==> src/rtl/cv_mem_pkg.sv <==
// Shared types and helpers for the cartridge memory arbiter.
// Holds the arbiter state encoding, the default memory address width,
// the page-mask width and the page-mask fill helper.
package cv_mem_pkg;

  localparam int MEM_AW_DEF = 20;
  localparam int PAGE_W     = 6;

  typedef enum logic [1:0] {
    IDLE   = 2'd0,
    CPU_RD = 2'd1,
    DL_WR  = 2'd2
  } arb_state_e;

  // Set every bit below the highest set bit, e.g. 000101 -> 000111.
  function automatic logic [PAGE_W-1:0] fill_mask(input logic [PAGE_W-1:0] page);
    logic [PAGE_W-1:0] m;
    m = page;
    m = m | (m >> 3'd1);
    m = m | (m >> 3'd2);
    m = m | (m >> 3'd4);
    return m;
  endfunction

endpackage

==> src/rtl/cv_dl_buf.sv <==
// One-entry loader write buffer with a sticky overflow flag.
// A write is accepted when the buffer is empty or is being drained in the
// same cycle; otherwise it is dropped and the overflow flag is set. The flag
// clears only on reset or at the start of a new download.
module cv_dl_buf
  import cv_mem_pkg::*;
#(
  parameter int AW = MEM_AW_DEF
) (
  input  logic          clk_i,
  input  logic          reset_n_i,
  input  logic          dl_active_i,
  input  logic          dl_wr_i,
  input  logic [AW-1:0] dl_addr_i,
  input  logic [7:0]    dl_d_i,
  input  logic          drain_i,
  output logic          full_o,
  output logic          accept_o,
  output logic [AW-1:0] buf_addr_o,
  output logic [7:0]    buf_d_o,
  output logic          ovf_o
);

  logic          full_r;
  logic [AW-1:0] addr_r;
  logic [7:0]    d_r;
  logic          ovf_r;
  logic          act_q_r;
  logic          accept_s;
  logic          drop_s;
  logic          rise_s;

  assign accept_s = dl_wr_i & (~full_r | drain_i);
  assign drop_s   = dl_wr_i & full_r & ~drain_i;
  assign rise_s   = dl_active_i & ~act_q_r;

  assign full_o     = full_r;
  assign accept_o   = accept_s;
  assign buf_addr_o = addr_r;
  assign buf_d_o    = d_r;
  assign ovf_o      = ovf_r;

  // Buffer entry: load on accepted write, free when the memory write completes.
  always_ff @(posedge clk_i or negedge reset_n_i) begin
    if (!reset_n_i) begin
      full_r <= 1'b0;
      addr_r <= {AW{1'b0}};
      d_r    <= 8'h00;
    end else if (accept_s) begin
      full_r <= 1'b1;
      addr_r <= dl_addr_i;
      d_r    <= dl_d_i;
    end else if (drain_i) begin
      full_r <= 1'b0;
    end else begin
      full_r <= full_r;
    end
  end

  // Sticky overflow: cleared at download start, set by any dropped write.
  always_ff @(posedge clk_i or negedge reset_n_i) begin
    if (!reset_n_i) begin
      act_q_r <= 1'b0;
      ovf_r   <= 1'b0;
    end else begin
      act_q_r <= dl_active_i;
      if (rise_s) begin
        ovf_r <= drop_s;
      end else if (drop_s) begin
        ovf_r <= 1'b1;
      end else begin
        ovf_r <= ovf_r;
      end
    end
  end

endmodule

==> src/rtl/cv_cart_mem_arb.sv <==
// Cartridge memory arbiter: shares one memory port between Z80 cartridge
// reads and the ROM download loader, stretches Z80 reads with WAIT_n and
// derives the cartridge page mask from the downloaded image size.
// Optional build macro CV_CART_MEM_ARB_CACHE_EN adds a single-entry read tag
// so a repeated read of the same address is answered without memory traffic.
module cv_cart_mem_arb
  import cv_mem_pkg::*;
#(
  parameter int MEM_AW  = MEM_AW_DEF,
  parameter int DL_PRIO = 1
) (
  input  logic              clk_i,
  input  logic              reset_n_i,
  input  logic              cart_ce_n_i,
  input  logic [5:0]        cart_page_i,
  input  logic [13:0]       cpu_a_i,
  input  logic              cpu_rd_n_i,
  output logic [7:0]        cpu_d_o,
  output logic              cpu_wait_n_o,
  input  logic              dl_active_i,
  input  logic              dl_wr_i,
  input  logic [MEM_AW-1:0] dl_addr_i,
  input  logic [7:0]        dl_d_i,
  output logic              dl_ovf_o,
  output logic [5:0]        cart_pages_o,
  output logic              mem_req_o,
  output logic              mem_we_o,
  output logic [MEM_AW-1:0] mem_addr_o,
  output logic [7:0]        mem_d_o,
  input  logic              mem_ack_i,
  input  logic [7:0]        mem_q_i
);

  localparam logic DL_FIRST = (DL_PRIO != 32'sd0);

  arb_state_e        state_r;
  logic              sel_n_q_r;
  logic              det_r;
  logic              cpu_pend_r;
  logic [MEM_AW-1:0] cpu_addr_r;
  logic              wait_n_r;
  logic [7:0]        cpu_d_r;
  logic              req_r;
  logic              we_r;
  logic [MEM_AW-1:0] addr_r;
  logic [7:0]        d_r;
  logic              dl_act_q_r;
  logic [PAGE_W-1:0] max_page_r;
  logic [PAGE_W-1:0] pages_r;

  logic              sel_n_s;
  logic              fall_s;
  logic [MEM_AW-1:0] req_addr_s;
  logic              hit_s;
  logic              cap_s;
  logic              cpu_done_s;
  logic              dl_done_s;
  logic              cpu_go_s;
  logic              dl_rise_s;
  logic              dl_fall_s;
  logic              buf_full_s;
  logic              buf_accept_s;
  logic [MEM_AW-1:0] buf_addr_s;
  logic [7:0]        buf_d_s;
  logic              buf_ovf_s;
  logic [PAGE_W-1:0] wr_page_s;
  logic [PAGE_W-1:0] max_base_s;
  logic [PAGE_W-1:0] max_next_s;

  assign sel_n_s    = cart_ce_n_i | cpu_rd_n_i;
  assign fall_s     = sel_n_q_r & ~sel_n_s;
  assign req_addr_s = MEM_AW'({cart_page_i, cpu_a_i});
  assign cpu_done_s = (state_r == CPU_RD) & mem_ack_i;
  assign dl_done_s  = (state_r == DL_WR) & mem_ack_i;
  assign cap_s      = det_r & ~hit_s & (~cpu_pend_r | cpu_done_s);
  assign cpu_go_s   = cpu_pend_r & ~dl_active_i;
  assign dl_rise_s  = dl_active_i & ~dl_act_q_r;
  assign dl_fall_s  = ~dl_active_i & dl_act_q_r;
  assign wr_page_s  = dl_addr_i[MEM_AW-1 -: PAGE_W];

  assign cpu_d_o      = cpu_d_r;
  assign cpu_wait_n_o = wait_n_r;
  assign dl_ovf_o     = buf_ovf_s;
  assign cart_pages_o = pages_r;
  assign mem_req_o    = req_r;
  assign mem_we_o     = we_r;
  assign mem_addr_o   = addr_r;
  assign mem_d_o      = d_r;

  cv_dl_buf #(
    .AW (MEM_AW)
  ) u_dl_buf (
    .clk_i       (clk_i),
    .reset_n_i   (reset_n_i),
    .dl_active_i (dl_active_i),
    .dl_wr_i     (dl_wr_i),
    .dl_addr_i   (dl_addr_i),
    .dl_d_i      (dl_d_i),
    .drain_i     (dl_done_s),
    .full_o      (buf_full_s),
    .accept_o    (buf_accept_s),
    .buf_addr_o  (buf_addr_s),
    .buf_d_o     (buf_d_s),
    .ovf_o       (buf_ovf_s)
  );

`ifdef CV_CART_MEM_ARB_CACHE_EN
  logic              tag_valid_r;
  logic [MEM_AW-1:0] tag_addr_r;

  assign hit_s = tag_valid_r & (tag_addr_r == req_addr_s);

  // Read tag: remember the last completed CPU read, drop it when stale.
  always_ff @(posedge clk_i or negedge reset_n_i) begin
    if (!reset_n_i) begin
      tag_valid_r <= 1'b0;
      tag_addr_r  <= {MEM_AW{1'b0}};
    end else if (dl_rise_s) begin
      tag_valid_r <= 1'b0;
    end else if (cpu_done_s) begin
      tag_valid_r <= ~(buf_accept_s & (dl_addr_i == cpu_addr_r));
      tag_addr_r  <= cpu_addr_r;
    end else if (buf_accept_s & (dl_addr_i == tag_addr_r)) begin
      tag_valid_r <= 1'b0;
    end else begin
      tag_valid_r <= tag_valid_r;
    end
  end
`else
  assign hit_s = 1'b0;
`endif

  // CPU side: read-strobe edge detect, pending slot capture and WAIT_n.
  always_ff @(posedge clk_i or negedge reset_n_i) begin
    if (!reset_n_i) begin
      sel_n_q_r  <= 1'b1;
      det_r      <= 1'b0;
      cpu_pend_r <= 1'b0;
      cpu_addr_r <= {MEM_AW{1'b0}};
      wait_n_r   <= 1'b1;
    end else begin
      sel_n_q_r <= sel_n_s;
      det_r     <= fall_s;
      if (cap_s) begin
        cpu_pend_r <= 1'b1;
        cpu_addr_r <= req_addr_s;
        wait_n_r   <= 1'b0;
      end else if (cpu_done_s) begin
        cpu_pend_r <= 1'b0;
        wait_n_r   <= 1'b1;
      end else begin
        cpu_pend_r <= cpu_pend_r;
        wait_n_r   <= wait_n_r;
      end
    end
  end

  // Arbiter FSM: issue one memory access at a time and hold it until ack.
  always_ff @(posedge clk_i or negedge reset_n_i) begin
    if (!reset_n_i) begin
      state_r <= IDLE;
      cpu_d_r <= 8'hFF;
      req_r   <= 1'b0;
      we_r    <= 1'b0;
      addr_r  <= {MEM_AW{1'b0}};
      d_r     <= 8'h00;
    end else begin
      case (state_r)
        IDLE: begin
          if (buf_full_s && (DL_FIRST || !cpu_go_s)) begin
            state_r <= DL_WR;
            req_r   <= 1'b1;
            we_r    <= 1'b1;
            addr_r  <= buf_addr_s;
            d_r     <= buf_d_s;
          end else if (cpu_go_s) begin
            state_r <= CPU_RD;
            req_r   <= 1'b1;
            we_r    <= 1'b0;
            addr_r  <= cpu_addr_r;
          end else begin
            state_r <= IDLE;
          end
        end
        CPU_RD: begin
          if (mem_ack_i) begin
            cpu_d_r <= mem_q_i;
            req_r   <= 1'b0;
            state_r <= IDLE;
          end else begin
            state_r <= CPU_RD;
          end
        end
        DL_WR: begin
          if (mem_ack_i) begin
            req_r   <= 1'b0;
            state_r <= IDLE;
          end else begin
            state_r <= DL_WR;
          end
        end
        default: begin
          req_r   <= 1'b0;
          state_r <= IDLE;
        end
      endcase
    end
  end

  // Running maximum page of the current download, including this cycle's write.
  always_comb begin
    max_base_s = max_page_r;
    max_next_s = max_page_r;
    if (dl_rise_s) begin
      max_base_s = {PAGE_W{1'b0}};
    end else begin
      max_base_s = max_page_r;
    end
    if (buf_accept_s && (wr_page_s > max_base_s)) begin
      max_next_s = wr_page_s;
    end else begin
      max_next_s = max_base_s;
    end
  end

  // Page tracking: publish the filled mask when the download ends.
  always_ff @(posedge clk_i or negedge reset_n_i) begin
    if (!reset_n_i) begin
      dl_act_q_r <= 1'b0;
      max_page_r <= {PAGE_W{1'b0}};
      pages_r    <= {PAGE_W{1'b0}};
    end else begin
      dl_act_q_r <= dl_active_i;
      max_page_r <= max_next_s;
      if (dl_fall_s) begin
        pages_r <= fill_mask(max_next_s);
      end else begin
        pages_r <= pages_r;
      end
    end
  end

endmodule

==> config.mk <==
export PLATFORM = sky130hd
export DESIGN_NAME = cv_cart_mem_arb
export DESIGN_NICKNAME = d
export VERILOG_FILES = /design/src/rtl/cv_mem_pkg.sv /design/src/rtl/cv_dl_buf.sv /design/src/rtl/cv_cart_mem_arb.sv
export SDC_FILE = /design/constraint.sdc
export NUM_CORES = 1
export LEC_CHECK = 0
export CAP_MARGIN = 0
export CORE_UTILIZATION = 30
export CTS_CLUSTER_DIAMETER = 120
export DETAILED_ROUTE_END_ITERATION = 12
export GPL_TIMING_DRIVEN = 0
export PLACE_DENSITY = 0.63
export SETUP_SLACK_MARGIN = 0.15
export SLEW_MARGIN = 15
export SYNTH_ARGS = -nofsm -noshare
export SYNTH_HDL_FRONTEND = slang
export SYNTH_SLANG_ARGS = --single-unit
export TNS_END_PERCENT = 1
==> constraint.sdc <==
create_clock -name clk_i -period 2.05 [get_ports clk_i]
set_input_delay 0.41 -clock clk_i [delete_from_list [all_inputs] [get_ports clk_i]]
set_output_delay 0.41 -clock clk_i [all_outputs]
set_load 0.01 [all_outputs]
### Word-level counts from Yosys, hierarchy flattened

Cells that the tools add are included.

* bits in registers: 107
* input bits: 63
* logic and storage cells: 79
* output and inout bits: 46

* reduce and logical (&&, ||, !) cells: 11
* magnitude comparators: 1
* muxes and demuxes: 23
* equal/unequal tests: 4
* bitwise gates (word level): 22

Operator list (count)
* $mux 20: 2
* $mux 1: 15
* $mux 6: 2
* $and 1x1->1: 10
* $reduce_and 2->1: 4
* $reduce_bool 2->1: 4
* $gt 6x6->1: 1
* $not 1->1: 6
* $or 6x2->6: 1
* $or 6x4->6: 1
* $or 6x5->6: 1
* $pmux 2 s3: 1
* $mux 2: 2
* $ne 3x2->1 const B: 1
* $or 1x1->1: 3
* $eq 2x1->1 const B: 1
* $eq 2x2->1 const B: 1
* $logic_not 2->1: 1
* $ne 2x1->1 const B: 1
* $pmux 1 s2: 1
* $reduce_or 2->1: 1
* $logic_and 1x1->1: 1

### Longest topological paths before layout

Gate-level depths: netlist of run 1.

* depth in word-level cells: 9
* mapped depth: 10
* gate-level depth less buffers: 8

### Cells and area by module

From an unflattened synthesis of run 1, not the netlist that was laid out.

* cell total of the unflattened synthesis: 347
* area total of the unflattened synthesis: 4590.7 um^2

By module, submodules not included
* cv_cart_mem_arb: instances 1, cells an instance 277, area an instance 3393.3 um^2, seq. area each 1939.4 um^2
* cv_dl_buf: instances 1, cells an instance 70, area an instance 1197.4 um^2, seq. area each 775.7 um^2

### Least setup slack after synthesis of run 1

No wires, ideal clock.

* kind: input port to flip-flop
* from: input port dl_active_i
* to: register pages_r[4], in the netlist cart_pages_o[4]
* buffers on the path: 1
* required time: 1.928 ns
* library setup time: 0.122 ns
* cell stages on the path: 8
* path slack: -0.068 ns
* arrival: 1.997 ns
* path through: nand2b_1 > clkbuf_1 > nand2_1 > ha_1 > nand4_2 > o21bai_4 > a2111o_1 > a32o_1

* cells in the longest elaborated chain, start to end: 8
* elaborated cells on any way between the ends: 10
* those cells by class: order compare (1); mux (2); bitwise (6); reduce/logical (1)

RTL lines
* from (decl): line cv_cart_mem_arb.sv:20 `input logic dl_active_i,`
* $and 1x1->1
* $mux 6: line cv_cart_mem_arb.sv:214 `if (dl_rise_s) begin`
* $gt 6x6->1: line cv_cart_mem_arb.sv:219 `if (buf_accept_s && (wr_page_s > max_base_s)) begin`
* $logic_and 1x1->1: line cv_cart_mem_arb.sv:219
* $mux 6: line cv_cart_mem_arb.sv:219
* $or 6x5->6: line cv_mem_pkg.sv:19 `m = m | (m >> 3'd1);`
* $or 6x4->6: line cv_mem_pkg.sv:20 `m = m | (m >> 3'd2);`
* $or 6x2->6: line cv_mem_pkg.sv:21 `m = m | (m >> 3'd4);`
* to (signal assigned): line cv_cart_mem_arb.sv:231 `pages_r <= {PAGE_W{1'b0}};`
* to (signal assigned): line cv_cart_mem_arb.sv:236 `pages_r <= fill_mask(max_next_s);`
* to (signal assigned): line cv_cart_mem_arb.sv:238 `pages_r <= pages_r;`
* to (decl): line cv_cart_mem_arb.sv:49 `logic [PAGE_W-1:0] pages_r;`

Several ways; a longest one is shown, not always the timed one.
A chain may end at the register's enable or synchronous reset.

==> out/qor.txt, run 1 <==
Port Buf Inserts: 108
leakage power: 2.79 nW
Row Count: 44
WP buf/inv: 1
initial antenna violation count: 0
proportion of layout cells with a drive suffix above 1: 24.4%
HPWL Detailed: 7.21 mm
Syn Inst Count: 346
Worst-path clk slew: 70 ps
DR WL/cell: 15.5 um
Max Cap Viol: 0
Yosys warnings: 0
worst setup path end: cart_pages_o[4]
Tot Pwr: 9.03 mW
Final min period: 2090 ps
via/cell ratio: 4.60
CP max FO: 8
I/O pin cnt: 109
Peak VDD IR: 651 uV
Unique masters post-synth: 41
RSZ-0062 raised after global routing: true
final hold violations: 0
Antenna Diode Count: 0
HP Start: det_r
Worst Path Required: 2290 ps
Crit path largest cell delay: 420 ps
CP Launch Point: u_dl_buf.act_q_r
post-synthesis mux area share: 20.4%
combinational family with the most area after synthesis: multiplexers
synthesized net count: 419
Starting Density: 30.9%
r2r setup slk: -40 ps
Worst Path Arrival: 2330 ps
Synth Register Bits: 107
area grow syn2layout: 42.1%
Final Util: 43.9%
global routing usage on met3: 5.76%
largest net degree at the start of global routing: 71
Worst path top cell family by delay: compound AO/OA/AOI/OAI gates
All-Layer GR Usage: 14.1%
Max Slew Vio Count: 0
TritonCTS clock tree: yes
Max Clk Rate: 0.478 GHz
CP startpoint kind: flop
Worst path depth: 8
vias in the first global route: 3312
Power Dens Cells: 1410 nW/um^2
Slew HR: 67.6%
worst reg2reg endpoint: cart_pages_o[4]
worst-margin pin slew: 482 ps
GPL Wtd Cong: 0.761
crit path max-delay cell type: a2111o_1
clock latency on the worst-skew pair: 350 ps
overall die width: 125 um
Pre-antenna DRT Iters: 6
fillers: 1315
M1 GR Usage: 16.5%
core area: 14600 um^2
critical path class: reg -> reg
Synth Area in Compound Gates: 7.30%
clock skew: 8.81 ps
GR peak layer: met2
Synth Area in Adders: 2.77%
clk sinks: 107
Synth top area share: 53.8%
Synth area leaders: dfrtp_1 (54%), mux2_2 (11%), dfstp_2 (5.8%), mux2_1 (5.2%), mux2i_1 (4.4%)
reg2reg path depth: 8
DRT iter0 DRCs: 70
Setup Viol. Count Final: 1
footprint of the multi-input gates: 1890 um^2
die height: 125 um
die area: 15500 um^2
dominant cell type by area after synthesis: dfrtp_1
Worst Setup Slack, final: -44.2 ps
DRC: 0
Synth Area in Simple Gates: 7.27%
xor/xnor share of the synthesized area: 0%
Worst Hold Class: reg -> reg
CTS root buffer: clkbuf_16
routed vias: 3037
failing checks: negative setup slack
outcome: complete, but fails checks
met2 Use GR: 23.5%
CP Capture Type: flop
Post-Route WL: 10.2 mm
final worst-path cycle share: 102%
TNS Setup: -44.2 ps
CTS max path bufs: 2
CTS buffer count: 9
Syn Std Cell Area: 4510 um^2
Reg area: 2690 um^2
nets: 544
reg2reg start: u_dl_buf.act_q_r
register area share after synthesis: 59.6%
first-pass GRT wire length: 16.8 mm
post-route ant nets: 0
Mean Syn Cell Area: 13.0 um^2
critical path, cell by cell: nand2b_4 -> clkbuf_16 -> nand2_4 -> ha_4 -> nand4_4 -> o21bai_4 -> a2111o_1 -> a32o_1
gr ovfl total: 0
H-tree levels: 3
[cell usage in the layout, fill, tap and decap left out, drive strengths merged, types with 2 or more instances in the layout]
master         Yosys  routed
nand3b             2       2
clkdlybuf4s50      0     106
or2                3       3
dfrtp             97      97
ha                10      10
nand3              2       2
buf               14      15
clkbuf             2      19
inv                7       7
nand2             26      26
clkinv             0       2
nor2              29      29
mux2i             20      20
nor2b              3       3
a21oi             29      30
nand2b             3       3
mux2              64      64
dfstp             10      10
o21ai              9       9
[worst min-delay path by stage]
stage / to / slack (ps) / cells past startpoint
3_3_place_gp: cpu_wait_n_o / 420 / 1
2_1_floorplan: cart_pages_o[0] / 110 / 0
6_report: cpu_wait_n_o / 430 / 1
4_1_cts: u_dl_buf.act_q_r / 420 / 1
3_5_place_dp: cart_pages_o[2] / 340 / 1
5_1_grt: u_dl_buf.act_q_r / 440 / 1
[cell usage after synthesis, drive strengths merged]
| library cell | count |
|---|---|
| a211oi | 1 |
| dfstp | 10 |
| a31oi | 1 |
| nand2b | 3 |
| o32ai | 1 |
| o21ai | 9 |
| o221a | 1 |
| nor2b | 3 |
| or2 | 3 |
| nand2 | 26 |
| o211ai | 1 |
| nor4 | 1 |
| nor3b | 1 |
| a32o | 1 |
| a311oi | 1 |
| nand4 | 1 |
| and2 | 1 |
| nor3 | 1 |
| o21a | 1 |
| a21oi | 29 |
| clkbuf | 2 |
| nor2 | 29 |
| mux2i | 20 |
| nand3 | 2 |
| inv | 7 |
| a21bo | 1 |
| mux2 | 64 |
| dfrtp | 97 |
| buf | 14 |
| o21bai | 1 |
| a2111o | 1 |
| nand3b | 2 |
| ha | 10 |
[through the flow]
step	cell area, um^2	setup slack [ps]	instances	hold slack, ps
after floorplan	4630	49.9	346	114
after global placement	5940	-3520	638	416
after detailed placement	5970	-634	639	339
after CTS	6360	-38.7	659	419
after global routing	6410	-121	660	445
final	6410	-44.2	660	426
[timing repair]
action,CTS,global route
resized for setup,15,13
endpoints found under the setup margin,29,67
hold buffers,1,0
pin swaps,15,5
setup buffers,2,1
cloned,1,0
endpoints found under the hold margin,27,0
[layer usage]
| metal | vias up | share of wire [%] |
|---|---|---|
| li1 | 1456 | - |
| met1 | 1504 | 43 |
| met2 | 68 | 49 |
| met3 | 9 | 6.2 |
| met4 | 0 | 1.2 |
| met5 | - | 0 |
[layout make-up]
cell class	count	share of cell area, %
plain buffers	16	2.21
clock inverters	3	0.625
inverters	7	0.410
repair buffers	113	17.9
clock buffers	13	3.90
flip-flops and latches	107	42.0
multi-input cells	217	29.4
well taps	184	3.59
[report_power, final]
group	leakage, nW	internal, mW	total, mW	switching [mW]
clock network	0.144	0.979	1.72	0.740
logic	1.40	2.03	3.59	1.55
registers	1.24	3.18	3.73	0.545
total	2.79	6.20	9.03	2.84
[sequential cells by signal (all words and copies together) (netlist names), 2 cells and up]
name,cells
cpu_addr_r,20
mem_addr_o,20
u_dl_buf.buf_addr_o,20
cpu_d_o,8
mem_d_o,8
u_dl_buf.buf_d_o,8
cart_pages_o,6
max_page_r,6
state_r,2
[kinds of logic after synthesis]
| kind of cell | Yosys count |
|---|---|
| AO/OA/AOI/OAI | 49 |
| adder cells (fa/ha/maj) | 10 |
| buffers and inverters | 23 |
| flip-flops | 107 |
| multiplexers | 84 |
| AND/OR/NAND/NOR | 73 |
(Power assumes the default switching activity.)
==> inputs of run 2 (changes only) <==
Settings changed: CORE_ASPECT_RATIO set to 1.5, CTS_CLUSTER_SIZE set to 25.
==> out/qor.txt, run 2 (synthesized netlist as in run 1, its figures left out) <==
outcome: complete, but fails checks
failing checks: negative setup slack
clock latency on the worst-skew pair: 340 ps
All-Layer GR Usage: 14.7%
I/O pin cnt: 109
Reg area: 2690 um^2
gr ovfl total: 0
crit path max-delay cell type: clkdlybuf4s50_1
Peak VDD IR: 554 uV
DRC: 0
combinational share of power: 39.9%
P_int: 6.24 mW
worst-margin pin slew: 593 ps
Power Dens Cells: 1410 nW/um^2
Clock Power Share: 19.3%
CTS root buffer: clkbuf_16
CP Capture Type: flop
clock skew: 6.72 ps
CTS buffer count: 9
Pre-antenna DRT Iters: 4
vias in the first global route: 3399
P_sw: 2.86 mW
routed vias: 3070
Antenna Diode Count: 0
TritonCTS clock tree: yes
Hold Slack: 432 ps
switching fraction of total power: 31.4%
HPWL Detailed: 7.47 mm
Worst Setup Slack, final: -69.3 ps
DRT iter0 DRCs: 81
Post-Route WL: 10.6 mm
overall die width: 102 um
CP startpoint kind: input pin
most frequent cells in the layout: clkdlybuf4s50_1 (106), dfrtp_1 (97), mux2_2 (43)
Tot Pwr: 9.10 mW
Max Cap Viol: 0
nets: 544
Max Slew Vio Count: 0
Finished Layout Cells: 671
Final min period: 2120 ps
Crit path largest cell delay: 570 ps
Setup Viol. Count Final: 3
fillers: 1361
largest net degree at the start of global routing: 74
via/cell ratio: 4.58
Max Clk Rate: 0.472 GHz
Worst Path Arrival: 2350 ps
Sequential Power Share: 40.8%
CP max FO: 5
Starting Density: 30.9%
area grow syn2layout: 43.4%
clk sinks: 107
placed insts: 651
post-route ant nets: 0
commonest non-fill, non-tap cell in the layout: clkdlybuf4s50_1
final hold violations: 0
die height: 152 um
footprint of the multi-input gates: 1900 um^2
initial antenna violation count: 0
leakage power: 2.80 nW
CTS max path bufs: 2
core area: 14600 um^2
Row Count: 54
first-pass GRT wire length: 17.4 mm
Final Util: 44.3%
Port Buf Inserts: 108
die area: 15500 um^2
final worst-path cycle share: 103%
critical path class: in -> reg
DR WL/cell: 15.8 um
RSZ-0062 raised after global routing: true
proportion of layout cells with a drive suffix above 1: 25.9%
Worst Path Required: 2280 ps
critical path, cell by cell: clkdlybuf4s50_1 -> ha_4 -> nand2_1 -> o21a_4 -> a2111o_1 -> a32o_1
H-tree levels: 3
GPL Wtd Cong: 0.728
Worst-path clk slew: 70 ps
TNS Setup: -93.6 ps
Slew HR: 60.1%
Worst Hold Class: reg -> reg
[run 2: changes by cell type in the layout (fill, tap and decap cells not counted), sizes merged]
| cell | delta |
|---|---|
| clkbuf | -3 |
| buf | +1 |
| clkinvlp | +2 |
| clkinv | -1 |
[run 2: worst paths after layout]
path                                   end  slack, ps  depth (start not counted)              from
max                        cart_pages_o[4]        -70                          6     dl_addr_i[19]
max reg2reg                cart_pages_o[4]        -50                          8  u_dl_buf.act_q_r
min reg2reg                   cpu_wait_n_o        430                          1             det_r
min                           cpu_wait_n_o        430                          1             det_r
max in group asynchronous   mem_addr_o[19]        850                          3         reset_n_i
min in group asynchronous       mem_d_o[6]        540                          2         reset_n_i
[run 2: per-layer routing]
layer	wire [um]	vias to the layer above	global-route usage, %	share of wire, %
li1	-	1452	-	-
met1	4230	1540	17.0	40
met3	533	7	4.40	5.0
met4	121	0	4.69	1.1
met5	0	-	0	0
met2	5740	71	25.4	54
[run 2: per-stage QoR]
step	setup slack, ps	area [um^2]
after floorplan	49.9	4630
after global placement	-3480	5950
after detailed placement	-681	5980
after CTS	-70.9	6370
after global routing	-119	6470
final	-69.3	6470
[run 2: area by class of cell]
cell class / count / area share (%)
clock inverter: 4 / 0.774
inverter: 7 / 0.406
sequential: 107 / 41.6
timing repair buffer: 113 / 17.8
clock buffer: 11 / 3.91
tap: 196 / 3.79
buffer: 16 / 2.30
multi-input combinational: 217 / 29.4
[run 2: power by group through the flow]
| stage | Combinational [mW] | Sequential [mW] | Clock, mW |
|---|---|---|---|
| floorplan | 1.78 | 3.85 | 0 |
| global placement | 3.43 | 3.70 | 0 |
| detailed placement | 3.53 | 3.75 | 0 |
| CTS | 3.59 | 3.72 | 1.80 |
| global route | 3.99 | 3.84 | 1.88 |
| finish | 3.63 | 3.72 | 1.76 |
[run 2: critical path, delay by kind of cell]
family,cells,cell delay (ps)
fa+ha+maj,1,380
simple gates,1,70
buf+inv,1,570
compound gates,3,910
[run 2: what timing repair did]
action / CTS / global route
buffers inserted: 3 / 0
cloned: 1 / 0
gates resized for setup: 8 / 28
hold endpoints to repair: 28 / 0
pin swaps: 8 / 10
setup endpoints to repair: 37 / 70
hold buffers: 1 / 0
==> inputs of run 3 (changes only) <==
Settings changed: MAX_ROUTING_LAYER set to met4.
==> out/qor.txt, run 3 (synthesized netlist as in run 1, its figures left out) <==
outcome: complete, but fails checks
failing checks: negative setup slack
commonest non-fill, non-tap cell in the layout: clkdlybuf4s50_1
H-tree levels: 3
All-Layer GR Usage: 15.1%
GPL Wtd Cong: 0.737
vias in the first global route: 3399
Pre-antenna DRT Iters: 4
Worst Setup Slack, final: -69.9 ps
post-route ant nets: 0
critical path class: in -> reg
critical path, cell by cell: clkdlybuf4s50_1 -> ha_4 -> nand2_1 -> o21a_4 -> a2111o_1 -> a32o_1
Slew HR: 60.4%
Worst Hold Class: reg -> reg
crit path max-delay cell type: clkdlybuf4s50_1
Power Dens Cells: 1410 nW/um^2
Max Cap Viol: 0
RSZ-0062 raised after global routing: true
proportion of layout cells with a drive suffix above 1: 25.9%
DR WL/cell: 15.9 um
CTS max path bufs: 2
DRT iter0 DRCs: 90
DRC: 0
overall die width: 102 um
Worst Path Required: 2280 ps
placed insts: 651
Antenna Diode Count: 0
leakage power: 2.80 nW
Worst Path Arrival: 2350 ps
die height: 152 um
Crit path largest cell delay: 570 ps
initial antenna violation count: 0
routed vias: 3063
WP buf/inv: 1
Setup Viol. Count Final: 3
Post-Route WL: 10.7 mm
Final min period: 2120 ps
TritonCTS clock tree: yes
Port Buf Inserts: 108
die area: 15500 um^2
CP startpoint kind: input pin
Peak VDD IR: 554 uV
Worst path top cell family by delay: compound AO/OA/AOI/OAI gates
first-pass GRT wire length: 17.4 mm
CTS buffer count: 9
Max Clk Rate: 0.472 GHz
via/cell ratio: 4.56
most frequent cells in the layout: clkdlybuf4s50_1 (106), dfrtp_1 (97), mux2_2 (43)
Starting Density: 30.9%
area grow syn2layout: 43.4%
CTS root buffer: clkbuf_16
Row Count: 54
Worst-path clk slew: 70 ps
core area: 14600 um^2
CP max FO: 5
clock latency on the worst-skew pair: 340 ps
Hold Slack: 432 ps
Max Slew Vio Count: 0
final hold violations: 0
clock skew: 6.66 ps
clk sinks: 107
I/O pin cnt: 109
TNS Setup: -122 ps
final worst-path cycle share: 103%
gr ovfl total: 0
CP Capture Type: flop
Finished Layout Cells: 671
largest net degree at the start of global routing: 74
Final Util: 44.3%
worst-margin pin slew: 589 ps
nets: 544
Tot Pwr: 9.11 mW
HPWL Detailed: 7.47 mm
==> run 3: power breakdown <==
part | switching (mW) | total (mW) | internal, mW
sequential | 0.535 | 3.72 | 3.18
combinational | 1.58 | 3.63 | 2.05
clock | 0.754 | 1.76 | 1.01
==> run 3: metal layers <==
| layer | GRT usage (%) | wire (um) |
|---|---|---|
| met5 | - | 0 |
| met2 | 25.5 | 5720 |
| met4 | 4.69 | 121 |
| met1 | 17.4 | 4390 |
| met3 | 3.67 | 418 |
==> run 3: worst paths after layout <==
check | from | endpoint | slack, ps | cells after the start
worst max-delay path | dl_addr_i[19] | cart_pages_o[4] | -70 | 6
max in group asynchronous | reset_n_i | u_dl_buf.buf_addr_o[4] | 850 | 3
min in group asynchronous | reset_n_i | mem_d_o[6] | 540 | 2
worst min-delay path | det_r | cpu_wait_n_o | 430 | 1
worst max register to register | u_dl_buf.act_q_r | cart_pages_o[4] | -50 | 8
worst min register to register | det_r | cpu_wait_n_o | 430 | 1
==> run 3: metrics by stage <==
step                cell area [um^2]  worst slack (ps)
floorplan                       4630              49.9
global placement                5950             -3480
detailed placement              5980              -681
CTS                             6370             -70.9
global route                    6470              -119
finish                          6470             -69.9
==> run 3: worst reg2reg max path, delay by kind of cell (launching register included) <==
kind,cells,cell delay [ps]
buffers and inverters,1,160
AND/OR/NAND/NOR,3,260
AO/OA/AOI/OAI,3,910
adder cells (fa/ha/maj),1,290
flip-flops,1,350
==> run 3: what timing repair did <==
item | in CTS | in global routing
cloned | 1 | 0
pin swaps | 8 | 10
setup buffers | 3 | 0
gates resized for setup | 8 | 28
hold buffers | 1 | 0
hold endpoints to repair | 28 | 0
endpoints found under the setup margin | 37 | 70
==> run 3: area by class of cell <==
type | instances | area (um^2)
multi-input combinational | 217 | 1900
sequential | 107 | 2690
timing repair buffer | 113 | 1150
fill | 1361 | 8130
clock inverter | 4 | 50.0
tap | 196 | 245
buffer | 16 | 149
inverter | 7 | 26.3
clock buffer | 11 | 253
